==> config.mk <==
export PLATFORM = sky130hd
export DESIGN_NAME = alu_mul_ctrl_flat
export DESIGN_NICKNAME = d
export VERILOG_FILES = /design/src/rtl/alu_mul_ctrl_if.sv /design/src/rtl/alu_mul_ctrl.sv /design/src/flat_wrapper.sv
export SDC_FILE = /design/constraint.sdc
export NUM_CORES = 1
export LEC_CHECK = 0
export ABC_CLOCK_PERIOD_IN_PS = 2630
export CORE_AREA = 3 3 120 122
export CTS_CLUSTER_DIAMETER = 30
export DETAILED_ROUTE_END_ITERATION = 6
export DIE_AREA = 0 0 123 125
export MAX_ROUTING_LAYER = met4
export PLACE_DENSITY = 0.48
export SLEW_MARGIN = 15
export SYNTH_ARGS = -nofsm -noshare
export SYNTH_HDL_FRONTEND = slang
export SYNTH_SLANG_ARGS = --single-unit
==> constraint.sdc <==
create_clock -name clk -period 2.63 [get_ports clk]
set_clock_uncertainty 0.1 [all_clocks]
set_input_delay 0.789 -clock clk [delete_from_list [all_inputs] [get_ports clk]]
set_output_delay 0.789 -clock clk [all_outputs]
set_load 0.02 [all_outputs]
==> src/rtl/alu_mul_ctrl_if.sv <==
// Bundles the request/result handshake and the shared ALU port of the shift-and-add multiplier controller.
// The master side issues requests and hosts the ALU; the slave side is the controller.
interface alu_mul_ctrl_if;
  logic        start;
  logic [15:0] op_a;
  logic [15:0] op_b;
  logic        busy;
  logic        done;
  logic [15:0] product;
  logic        ovf;
  logic [3:0]  alu_op;
  logic [15:0] alu_a;
  logic [15:0] alu_b;
  logic [15:0] alu_out;
  logic [3:0]  alu_flags;

  modport slave (
    input  start, op_a, op_b, alu_out, alu_flags,
    output busy, done, product, ovf, alu_op, alu_a, alu_b
  );

  modport master (
    output start, op_a, op_b, alu_out, alu_flags,
    input  busy, done, product, ovf, alu_op, alu_a, alu_b
  );
endinterface

==> src/rtl/alu_mul_ctrl.sv <==
// Unsigned 16x16 shift-and-add multiplier sequenced over an external ALU; done after popcount(b)+bitlen(b)+1 cycles.
// No backpressure: start is sampled only in IDLE, and starts arriving while busy are dropped.
module alu_mul_ctrl (
  input  logic            clk,
  input  logic            rst,
  alu_mul_ctrl_if.slave   bus
);

  localparam logic [1:0] S_IDLE = 2'd0;
  localparam logic [1:0] S_ADD  = 2'd1;
  localparam logic [1:0] S_SHL  = 2'd2;
  localparam logic [1:0] S_DONE = 2'd3;

  localparam logic [3:0] OP_PASS = 4'd0;
  localparam logic [3:0] OP_ADD  = 4'd5;
  localparam logic [3:0] OP_SHL  = 4'd7;

  logic [1:0]  state_q, state_d;
  logic [15:0] acc_q, acc_d;
  logic [15:0] mcand_q, mcand_d;
  logic [15:0] mplier_q, mplier_d;
  logic        ovf_r_q, ovf_r_d;
  logic [15:0] product_q, product_d;
  logic        ovf_q, ovf_d;

  logic [3:0]  alu_op_c;
  logic [15:0] alu_a_c;
  logic [15:0] alu_b_c;
  logic        alu_carry;

  assign alu_carry = bus.alu_flags[1];

  // ALU drive depends only on state and registers, never on start.
  always_comb begin
    alu_op_c = OP_PASS;
    alu_a_c  = 16'd0;
    alu_b_c  = 16'd0;
    case (state_q)
      S_ADD: begin
        alu_op_c = OP_ADD;
        alu_a_c  = acc_q;
        alu_b_c  = mcand_q;
      end
      S_SHL: begin
        alu_op_c = OP_SHL;
        alu_a_c  = mcand_q;
      end
      default: begin
        alu_op_c = OP_PASS;
      end
    endcase
  end

  always_comb begin
    state_d   = state_q;
    acc_d     = acc_q;
    mcand_d   = mcand_q;
    mplier_d  = mplier_q;
    ovf_r_d   = ovf_r_q;
    product_d = product_q;
    ovf_d     = ovf_q;
    case (state_q)
      S_IDLE: begin
        if (bus.start) begin
          acc_d    = 16'd0;
          mcand_d  = bus.op_a;
          mplier_d = bus.op_b;
          ovf_r_d  = 1'b0;
          if (bus.op_b == 16'd0) begin
            state_d = S_DONE;
          end else if (bus.op_b[0]) begin
            state_d = S_ADD;
          end else begin
            state_d = S_SHL;
          end
        end
      end
      S_ADD: begin
        acc_d = bus.alu_out;
        if (alu_carry) begin
          ovf_r_d = 1'b1;
        end
        state_d = S_SHL;
      end
      S_SHL: begin
        mcand_d  = bus.alu_out;
        mplier_d = mplier_q >> 1;
        // A bit shifted out of mcand only matters if more multiplier bits remain.
        if (alu_carry && (mplier_d != 16'd0)) begin
          ovf_r_d = 1'b1;
        end
        if (mplier_d == 16'd0) begin
          state_d = S_DONE;
        end else if (mplier_q[1]) begin
          state_d = S_ADD;
        end else begin
          state_d = S_SHL;
        end
      end
      default: begin
        product_d = acc_q;
        ovf_d     = ovf_r_q;
        state_d   = S_IDLE;
      end
    endcase
  end

  always_ff @(posedge clk or posedge rst) begin
    if (rst) begin
      state_q   <= S_IDLE;
      acc_q     <= 16'd0;
      mcand_q   <= 16'd0;
      mplier_q  <= 16'd0;
      ovf_r_q   <= 1'b0;
      product_q <= 16'd0;
      ovf_q     <= 1'b0;
    end else begin
      state_q   <= state_d;
      acc_q     <= acc_d;
      mcand_q   <= mcand_d;
      mplier_q  <= mplier_d;
      ovf_r_q   <= ovf_r_d;
      product_q <= product_d;
      ovf_q     <= ovf_d;
    end
  end

  assign bus.busy    = (state_q != S_IDLE);
  assign bus.done    = (state_q == S_DONE);
  assign bus.product = product_q;
  assign bus.ovf     = ovf_q;
  assign bus.alu_op  = alu_op_c;
  assign bus.alu_a   = alu_a_c;
  assign bus.alu_b   = alu_b_c;

endmodule

==> src/flat_wrapper.sv <==
// flat-port wrapper written by rule: the top's interface ports become plain ports
module alu_mul_ctrl_flat 
  (clk, rst, bus_start, bus_op_a, bus_op_b, bus_alu_out, bus_alu_flags, bus_busy, bus_done, bus_product, bus_ovf, bus_alu_op, bus_alu_a, bus_alu_b);
  alu_mul_ctrl_if bus_i ();
  input  logic clk;
  input  logic rst;
  input wire logic [$bits(bus_i.start)-1:0] bus_start;
  input wire logic [$bits(bus_i.op_a)-1:0] bus_op_a;
  input wire logic [$bits(bus_i.op_b)-1:0] bus_op_b;
  input wire logic [$bits(bus_i.alu_out)-1:0] bus_alu_out;
  input wire logic [$bits(bus_i.alu_flags)-1:0] bus_alu_flags;
  output wire logic [$bits(bus_i.busy)-1:0] bus_busy;
  output wire logic [$bits(bus_i.done)-1:0] bus_done;
  output wire logic [$bits(bus_i.product)-1:0] bus_product;
  output wire logic [$bits(bus_i.ovf)-1:0] bus_ovf;
  output wire logic [$bits(bus_i.alu_op)-1:0] bus_alu_op;
  output wire logic [$bits(bus_i.alu_a)-1:0] bus_alu_a;
  output wire logic [$bits(bus_i.alu_b)-1:0] bus_alu_b;
  assign bus_i.start = bus_start;
  assign bus_i.op_a = bus_op_a;
  assign bus_i.op_b = bus_op_b;
  assign bus_i.alu_out = bus_alu_out;
  assign bus_i.alu_flags = bus_alu_flags;
  assign bus_busy = bus_i.busy;
  assign bus_done = bus_i.done;
  assign bus_product = bus_i.product;
  assign bus_ovf = bus_i.ovf;
  assign bus_alu_op = bus_i.alu_op;
  assign bus_alu_a = bus_i.alu_a;
  assign bus_alu_b = bus_i.alu_b;
  alu_mul_ctrl u_core (.clk(clk), .rst(rst), .bus(bus_i));
endmodule
# Yosys cells after proc, flatten, opt, wreduce, memory -nomap -nowiden
# Index checks and enable logic that the tools add are counted.
# Widths: inputs -> output; s select.
# classes
n_eq_ne	6
reduce_logical	13
muxes	19
# ops
op	n
$pmux 16 s2	4
$mux 16	4
$logic_not 16->1	2
$reduce_bool 16->1	1
$mux 2	5
$pmux 2 s3	1
$pmux 3 s2	1
$reduce_bool 2->1	3
$eq 2x2->1 const B	2
$ne 2x2->1 const B	2
$reduce_and 2->1	2
$reduce_and 4->1	1
$mux 1	3
$pmux 1 s3	1
$reduce_bool 3->1	1
$reduce_or 3->1	1
$eq 2x1->1 const B	1
$logic_not 2->1	1
$ne 2x1->1 const B	1
$logic_and 1x1->1	1
# word_totals
word_cells	45
register_bits	68

# Logic depth before layout (Yosys ltp)
# Gate-level depths: netlist of the first run.
# logic_depth
word_depth	4
ltp_mapped	7
mapped_depth_nobuf	6

# Worst setup path after synthesis of the first run
# OpenSTA, ideal clock, no wires.
# synth_timing
path_kind	flip-flop to output port
start	register u_core.state_q[0]
end	output port bus_alu_a[15]
required_time_ns	1.741
n_path_buf	2
slack_ns	0.052
path_stages_with_launch	7
t_arrival_ns	1.689
cell_sequence	dfrtp_1 inv_1 ha_1 buf_2 clkbuf_1 a22oi_1 nor2b_1
# synth_via
elab_chain_len	2
# synth_rtl
item	line	rtl
start, declared	alu_mul_ctrl.sv:18	logic [1:0] state_q, state_d;
start signal, assigned	alu_mul_ctrl.sv:118	state_q <= state_d;
$eq 2x2->1 / $eq 2x1->1 (equally long branches)	alu_mul_ctrl.sv:38	case (state_q)
$pmux 16 s2 *	alu_mul_ctrl.sv:38	
end, declared	flat_wrapper.sv:17	output wire logic [$bits(bus_i.alu_a)-1:0] bus_alu_a;
# Mark *: on every way between the ends. The rest lies on a longest branch, timed or not.

# Worst setup path in the final report of the first run
# layout_timing
start	register u_core.state_q[1]
end	output port bus_alu_b[3]
# layout_via
elab_chain_len	2
# layout_rtl
item	line	rtl
$eq 2x1->1	alu_mul_ctrl.sv:38	
$mux 16	alu_mul_ctrl.sv:38	
end, declared	flat_wrapper.sv:18	output wire logic [$bits(bus_i.alu_b)-1:0] bus_alu_b;
# Every way passes these cells.

==> results of run 1 <==
==> worst register-to-register path: stages, from the launching register on <==
cell	delay [ns]
dfrtp_1	0.40
inv_1	0.09
ha_2	0.22
buf_12	0.16
buf_4	0.32
nor4b_2	0.25
and4_1	0.24
nor3_1	0.07
mux2_1	0.31
==> cell usage in the layout (no fill, tap or decap), drive strengths merged, types with 6 or more instances in the layout <==
cell           netlist  layout
clkdlybuf4s50        0      68
dfrtp               67      67
buf                 18      35
mux2i               33      33
o21ai               32      32
nand2               31      31
mux2                18      18
and2                17      17
a22oi               16      16
nor2b               16      16
a22o                16      16
dlygate4sd2          0      15
clkbuf               7      15
nor4                 6       6
==> sequential cells by signal, summed over array words and instances, names as in the netlist <==
name,count
u_core.mcand_q,16
u_core.ovf_r_q,1
u_core.bus.ovf,1
u_core.acc_q,16
u_core.mplier_q,15
u_core.bus.product,16
u_core.state_q,2
==> power breakdown <==
group	switching, W	leakage, nW	internal, W
combinational	0.00160	1.18	0.00142
clock	0.000425	0.159	0.000880
sequential	0.000318	0.862	0.00149
==> worst paths after layout <==
path                              startpoint               endpoint  slack, ns
setup / recovery           u_core.state_q[1]           bus_alu_b[3]       0.11
hold / removal                u_core.ovf_r_q         u_core.ovf_r_q       0.38
setup reg to reg           u_core.state_q[0]         u_core.ovf_r_q       0.35
hold reg to reg               u_core.ovf_r_q         u_core.ovf_r_q       0.38
max in group asynchronous                rst     u_core.mplier_q[7]       1.36
min in group asynchronous                rst  u_core.bus.product[2]       0.74
==> layout make-up <==
class	instances	share of cell area (%)
Inverter	5	0.3815
Clock inverter	4	1.475
Multi-Input combinational cell	207	30.67
Tap cell	176	4.476
Clock buffer	12	5.214
Sequential cell	67	34.08
Timing Repair Buffer	126	23.70
==> cell families after synthesis <==
logic type	share of synthesized area (%)
other	0.1133
AND/OR/NAND/NOR	12.78
multiplexers	16.11
AO/OA/AOI/OAI	14.06
flip-flops	50.66
adder cells (fa/ha/maj)	1.890
buffers and inverters	4.386
==> metrics by stage <==
stage          power (W)   TNS [ns]  instance area [µm²]
4_1_cts         0.006254  -0.007939                 5000
2_1_floorplan   0.003631          0                 3309
6_report        0.006127          0                 4920
3_5_place_dp    0.005020   -0.03573                 4681
3_3_place_gp    0.004985          0                 4681
5_1_grt         0.006562  -0.001600                 4920
==> layer usage <==
layer	global-route usage (%)	routed length, µm
met1	16.73	4422
met2	19.46	4228
met3	2.575	581
met4	3.713	95
met5	-	0
==> cells in the mapped netlist, drive strengths merged <==
library cell  number
a21oi              2
a22o              16
a22oi             16
a2bb2oi            1
a41o               1
and2              17
and4               1
buf               18
clkbuf             7
conb               1
dfrtp             67
ha                 5
inv                5
mux2              18
mux2i             33
nand2             31
nand2b             2
nand3              1
nor2               3
nor2b             16
nor3               2
nor4               6
nor4b              1
o21ai             32
o31ai              1
o32ai              1
==> run metrics, run 1 <==
Ports=110; worst path cell trace=inv_1 > ha_2 > buf_6 > and2_1 > dlygate4sd2_1; CTS sink count=67; max-slew violation total from the final report=0; Port Buffers=105; Max Fclk=396.4 MHz; WP buf/inv=3; total wire length=slightly above 9000 µm; # resized after CTS=70; CTS buffer count=9; Final min period=2.523 ns; Starting Density=24.89%; Max Root-Sink Buffers=2; area occupied by multi-input gates=1509 µm²; Final Core Density=37.00%; fin nets=476; worst vdd ir=432.5 µV; share of layout cells above drive strength 1=18.05%; GR Overflow Total=0; Yosys cell types=29; Gate Count Post-Synth=slightly above 300; crit path max fanout=13; clock-pin slew on the worst setup and hold paths=0.05 ns; # hold bufs at CTS=0; DR iter-0 viols=153; biggest area consumer among synthesized cells=dfrtp_1; routed vias=2634; Mapped Avg Cell Area=between 10 and 15 µm²; CP top delay family=buffers and inverters; status=complete, no violations; number of global-route vias before repair=roughly 2700; Hold Fails Final Rpt=0; DRC viols=0; core area=13300 µm²; Row Count=42; sequential element share of the synthesized area=50.66%; Synth Net Count=364; Final GP Congestion=0.7896; Yosys top cell area share=50.66%; post-CTS setup buffers=0; die width=123 µm; Hold/Removal Path Class=reg -> reg; DR pass1 iterations=4; initial antenna violation count=0; hold depth=1; Critical-path top delay cell=dfrtp_1; slew margin rel.=41.50%; critical path depth=5; Least-Margin Pin Slew=0.8774 ns; root buffer cell=clkbuf_16; Total GRT Usage=12.60%; Clock Latency Late Sink=0.32 ns; Die Y=125 µm; element type at the critical path end=output pin; period utilisation layout=about 96%; placed insts=581; fillcell total=around 1400; CTS tree=done; Worst R2R Path Depth=8; register area=~1700 µm²; vias per cell=4.412; # diodes=0; post-synthesis cell area=3309 µm²; post-DP HPWL=6622 µm; kind of critical path=reg -> out; main area contributors after synthesis=dfrtp_1 (51%), mux2i_1 (10%), mux2_2 (5.8%), a22o_1 (4.2%), o21ai_0 (4.1%); max cap viols=0; Ys Warns=0; first-pass GRT wire length=14790 µm; Worst path max stage delay=between 0.3 and 0.4 ns; Die Footprint=15380 µm²; Area growth syn-to-layout=48.66%; Finish-stage setup viols=0; total leakage power=2.205 nW; Worst EP arrival=1.63 ns; largest net degree at the start of global routing=68; Routed wire per std cell=around 16 µm; Pwr Density=1245 nW/µm²; final hold slack=0.3846 ns; non-filler cells, final=about 600; required time of the critical path=1.74 ns; startpoint types=flop; dpl ws=-0.01727 ns; PnR worst setup slack=0.1073 ns; number of synthesized register bits=67; Routed Antenna Nets=0; H-tree Lvls=3
Note: power is estimated with default switching activity, not from simulation.
==> run 2: changes to the inputs <==
--- a/config.mk
+++ b/config.mk
@@ -10,6 +10,7 @@
 export CTS_CLUSTER_DIAMETER = 30
 export DETAILED_ROUTE_END_ITERATION = 6
 export DIE_AREA = 0 0 123 125
+export GPL_TIMING_DRIVEN = 1
 export MAX_ROUTING_LAYER = met4
 export PLACE_DENSITY = 0.48
 export SLEW_MARGIN = 15
==> results of run 2 <==
The final DEF is identical to that of run 1; final timing and power are the same.
==> run 3: changes to the inputs <==
--- a/config.mk
+++ b/config.mk
@@ -5,14 +5,14 @@
 export SDC_FILE = /design/constraint.sdc
 export NUM_CORES = 1
 export LEC_CHECK = 0
-export ABC_CLOCK_PERIOD_IN_PS = 2630
+export ABC_CLOCK_PERIOD_IN_PS = 2000
 export CORE_AREA = 3 3 120 122
 export CTS_CLUSTER_DIAMETER = 30
 export DETAILED_ROUTE_END_ITERATION = 6
 export DIE_AREA = 0 0 123 125
 export GPL_TIMING_DRIVEN = 1
 export MAX_ROUTING_LAYER = met4
-export PLACE_DENSITY = 0.48
+export PLACE_DENSITY = 0.61
 export SLEW_MARGIN = 15
 export SYNTH_ARGS = -nofsm -noshare
 export SYNTH_HDL_FRONTEND = slang
==> constraint.sdc (replaced) <==
create_clock -name clk -period 2 [get_ports clk]
set_clock_uncertainty 0.1 [all_clocks]
set_input_delay 0.6 -clock clk [delete_from_list [all_inputs] [get_ports clk]]
set_output_delay 0.6 -clock clk [all_outputs]
set_load 0.02 [all_outputs]
==> run 3 against run 2 <==
Against the previous run: clock power rose by 20%; non-clock buffer count grew 23; clock-buffer cell count rose by 1; flip-flop and latch count did not move; sequential share of layout area fell by 3.9 points; via count increased by 6.8%; largest power group unchanged; hold slack got worse by 0.00083 ns; power is 49% higher; the run now ends with negative setup slack left; largest cell class is now multi-input combinational cells.
==> run metrics, run 3 (same netlist as run 1, synthesis figures left out) <==
status=finished with violations; failing checks=negative setup slack; Hold Fails Final Rpt=0 (unchanged); unrepaired setup endpoints after global routing=true; Worst EP arrival=1.59 ns (-0.04 ns); Comb power frac=55.9% (+6.8 points); Row Count=42 (unchanged); # hold bufs at CTS=0 (unchanged); Critical-path top delay cell=dfrtp_1; Total GRT Usage=13.73% (+1.1 points); Routed wire per std cell=16.25 µm (+4.0%); total wire length=10060 µm (+7.8%); post-DP HPWL=6962 µm (+5.1%); worst path cell trace=buf_6 > ha_4 > buf_12 > a22oi_2 > nor2b_2 > buf_2; fillcell total=1275 (-5.6%); CTS buffer count=9 (unchanged); H-tree Lvls=3 (unchanged); CTS tree=done; Die Footprint=15380 µm² (unchanged); Clock Latency Late Sink=0.32 ns (about the same); commonest non-fill, non-tap cell in the layout=dfrtp_1; DR iter-0 viols=134 (-12%); Routed Antenna Nets=0 (unchanged); total leakage power=2.536 nW (+15%); routed vias=2812 (+6.8%); final hold slack=0.3838 ns (-0.0008300 ns); commonest non-fill, non-tap cells in the layout=dfrtp_1 (66), clkdlybuf4s50_1 (54), buf_6 (36); vias per cell=4.543 (+3.0%); PnR worst setup slack=-0.2912 ns (-0.3985 ns); dpl ws=-0.4444 ns (-0.4271 ns); Final GP Congestion=0.7953 (+0.72%); reg2reg start=u_core.state_q[0]; Pwr Density=1643 nW/µm² (+32%); Area growth syn-to-layout=67.90%; largest net degree at the start of global routing=68 (unchanged); max cap viols=0 (unchanged); sequential power share=26.9% (-2.7 points); Hold/Removal Path Class=reg -> reg; Final min period=2.291 ns; # diodes=0 (unchanged); startpoint types=flop; Die Y=125 µm (unchanged); fin nets=499 (+4.8%); worst vdd ir=618.4 µV (+43%); Ports=110 (unchanged); number of global-route vias before repair=3014 (+10%); Final Cell Area=5557 µm² (+13%); max-slew violation total from the final report=0 (unchanged); crit path max fanout=13 (unchanged); switch share=37.68% (-0.48 points); Internal Pwr Total=0.005690 W (+50%); hold depth=1 (unchanged); Net Sw Power=0.003440 W (+47%); required time of the critical path=1.30 ns (-0.44 ns); GR Overflow Total=0 (unchanged); element type at the critical path end=output pin; Max Fclk=436.4 MHz; non-filler cells, final=619 (+3.7%); clock group share of total power=17.1% (-4.2 points); initial antenna violation count=0 (unchanged); period utilisation layout=114.6%; Port Buffers=105 (unchanged); core area=13300 µm² (unchanged); die width=123 µm (unchanged); share of layout cells above drive strength 1=39.28% (+21 points); root buffer cell=clkbuf_16; CTS sink count=67 (unchanged); Hold EP=u_core.ovf_r_q; placed insts=590 (+1.5%); Finish-stage setup viols=35 (+35); clock-pin slew on the worst setup and hold paths=0.05 ns (about the same); register-to-register setup slack=0.02 ns (-0.33 ns); DR pass1 iterations=4 (unchanged); Worst R2R Path Depth=8 (unchanged); FF-to-FF End=u_core.ovf_r_q; Starting Density=24.89% (unchanged); kind of critical path=reg -> out; DRC viols=0 (unchanged); Worst path max stage delay=0.40 ns (about the same); first-pass GRT wire length=16130 µm (+9.0%); placed inst area=4880 µm² (+4.3%); Max Root-Sink Buffers=2 (unchanged); Hold Crit Start=u_core.ovf_r_q
==> run 3: worst max-delay path by stage <==
stage | start | to | slack (ns)
after floorplan | u_core.state_q[0] | bus_alu_a[14] | -0.03
after global placement | u_core.state_q[0] | bus_alu_a[2] | -0.43
after detailed placement | u_core.state_q[0] | bus_alu_a[2] | -0.44
after CTS | u_core.state_q[1] | bus_alu_a[11] | -0.30
after global routing | u_core.state_q[1] | bus_alu_a[6] | -0.35
final | u_core.state_q[1] | bus_alu_a[6] | -0.29
==> run 3: metal layers <==
layer / up-vias / track usage [%] / wire length [µm] / part of all wire (%)
li1: 1348 / - / - / -
met1: 1383 / 17.07 / 4438 / 44
met2: 74 / 22.84 / 5025 / 50
met3: 7 / 2.529 / 521 / 5.2
met4: 0 / 3.779 / 74 / 0.74
met5: - / - / 0 / 0
==> run 3: final cells by class <==
cell class | instances | area, µm² | share of cell area, %
Multi-Input combinational cell | 207 | 1748 | 31.46
Clock inverter | 2 | 35.03 | 0.6305
Sequential cell | 67 | 1678 | 30.20
Tap cell | 176 | 220.2 | 3.963
Inverter | 5 | 25.02 | 0.4503
Timing Repair Buffer | 149 | 1590 | 28.62
Clock buffer | 13 | 260.3 | 4.684
==> run 3: repair_timing <==
item                       in CTS  in global routing
pin swaps                      21                  5
resized for setup             262                 27
gates cloned                    1                  0
setup endpoints to repair      45                 46
setup buffers                   8                  9
==> run 3: power by group through the flow <==
stage	logic, W	registers [W]	clock network (W)
2_1_floorplan	0.00240	0.00252	0
3_3_place_gp	0.00449	0.00238	0
3_5_place_dp	0.00457	0.00242	0
4_1_cts	0.00502	0.00246	0.00162
5_1_grt	0.00555	0.00254	0.00166
6_report	0.00511	0.00246	0.00156
==> run 3: per-stage QoR <==
step | total power, W | TNS [ns] | util (%)
3_5_place_dp | 0.006984 | -15.77 | 36.70
5_1_grt | 0.009743 | -8.998 | 41.79
2_1_floorplan | 0.004923 | -0.1437 | -
4_1_cts | 0.009100 | -7.711 | 41.09
6_report | 0.009129 | -6.650 | 41.79
3_3_place_gp | 0.006868 | -14.66 | 36.70
==> run 3: worst max-delay path: cells and delay by family (launching register included) <==
kind                     cells  cell delay (ns)
buffers and inverters        3             0.43
AND/OR/NAND/NOR              1             0.06
flip-flops                   1             0.40
adder cells (fa/ha/maj)      1             0.18
AO/OA/AOI/OAI                1             0.19
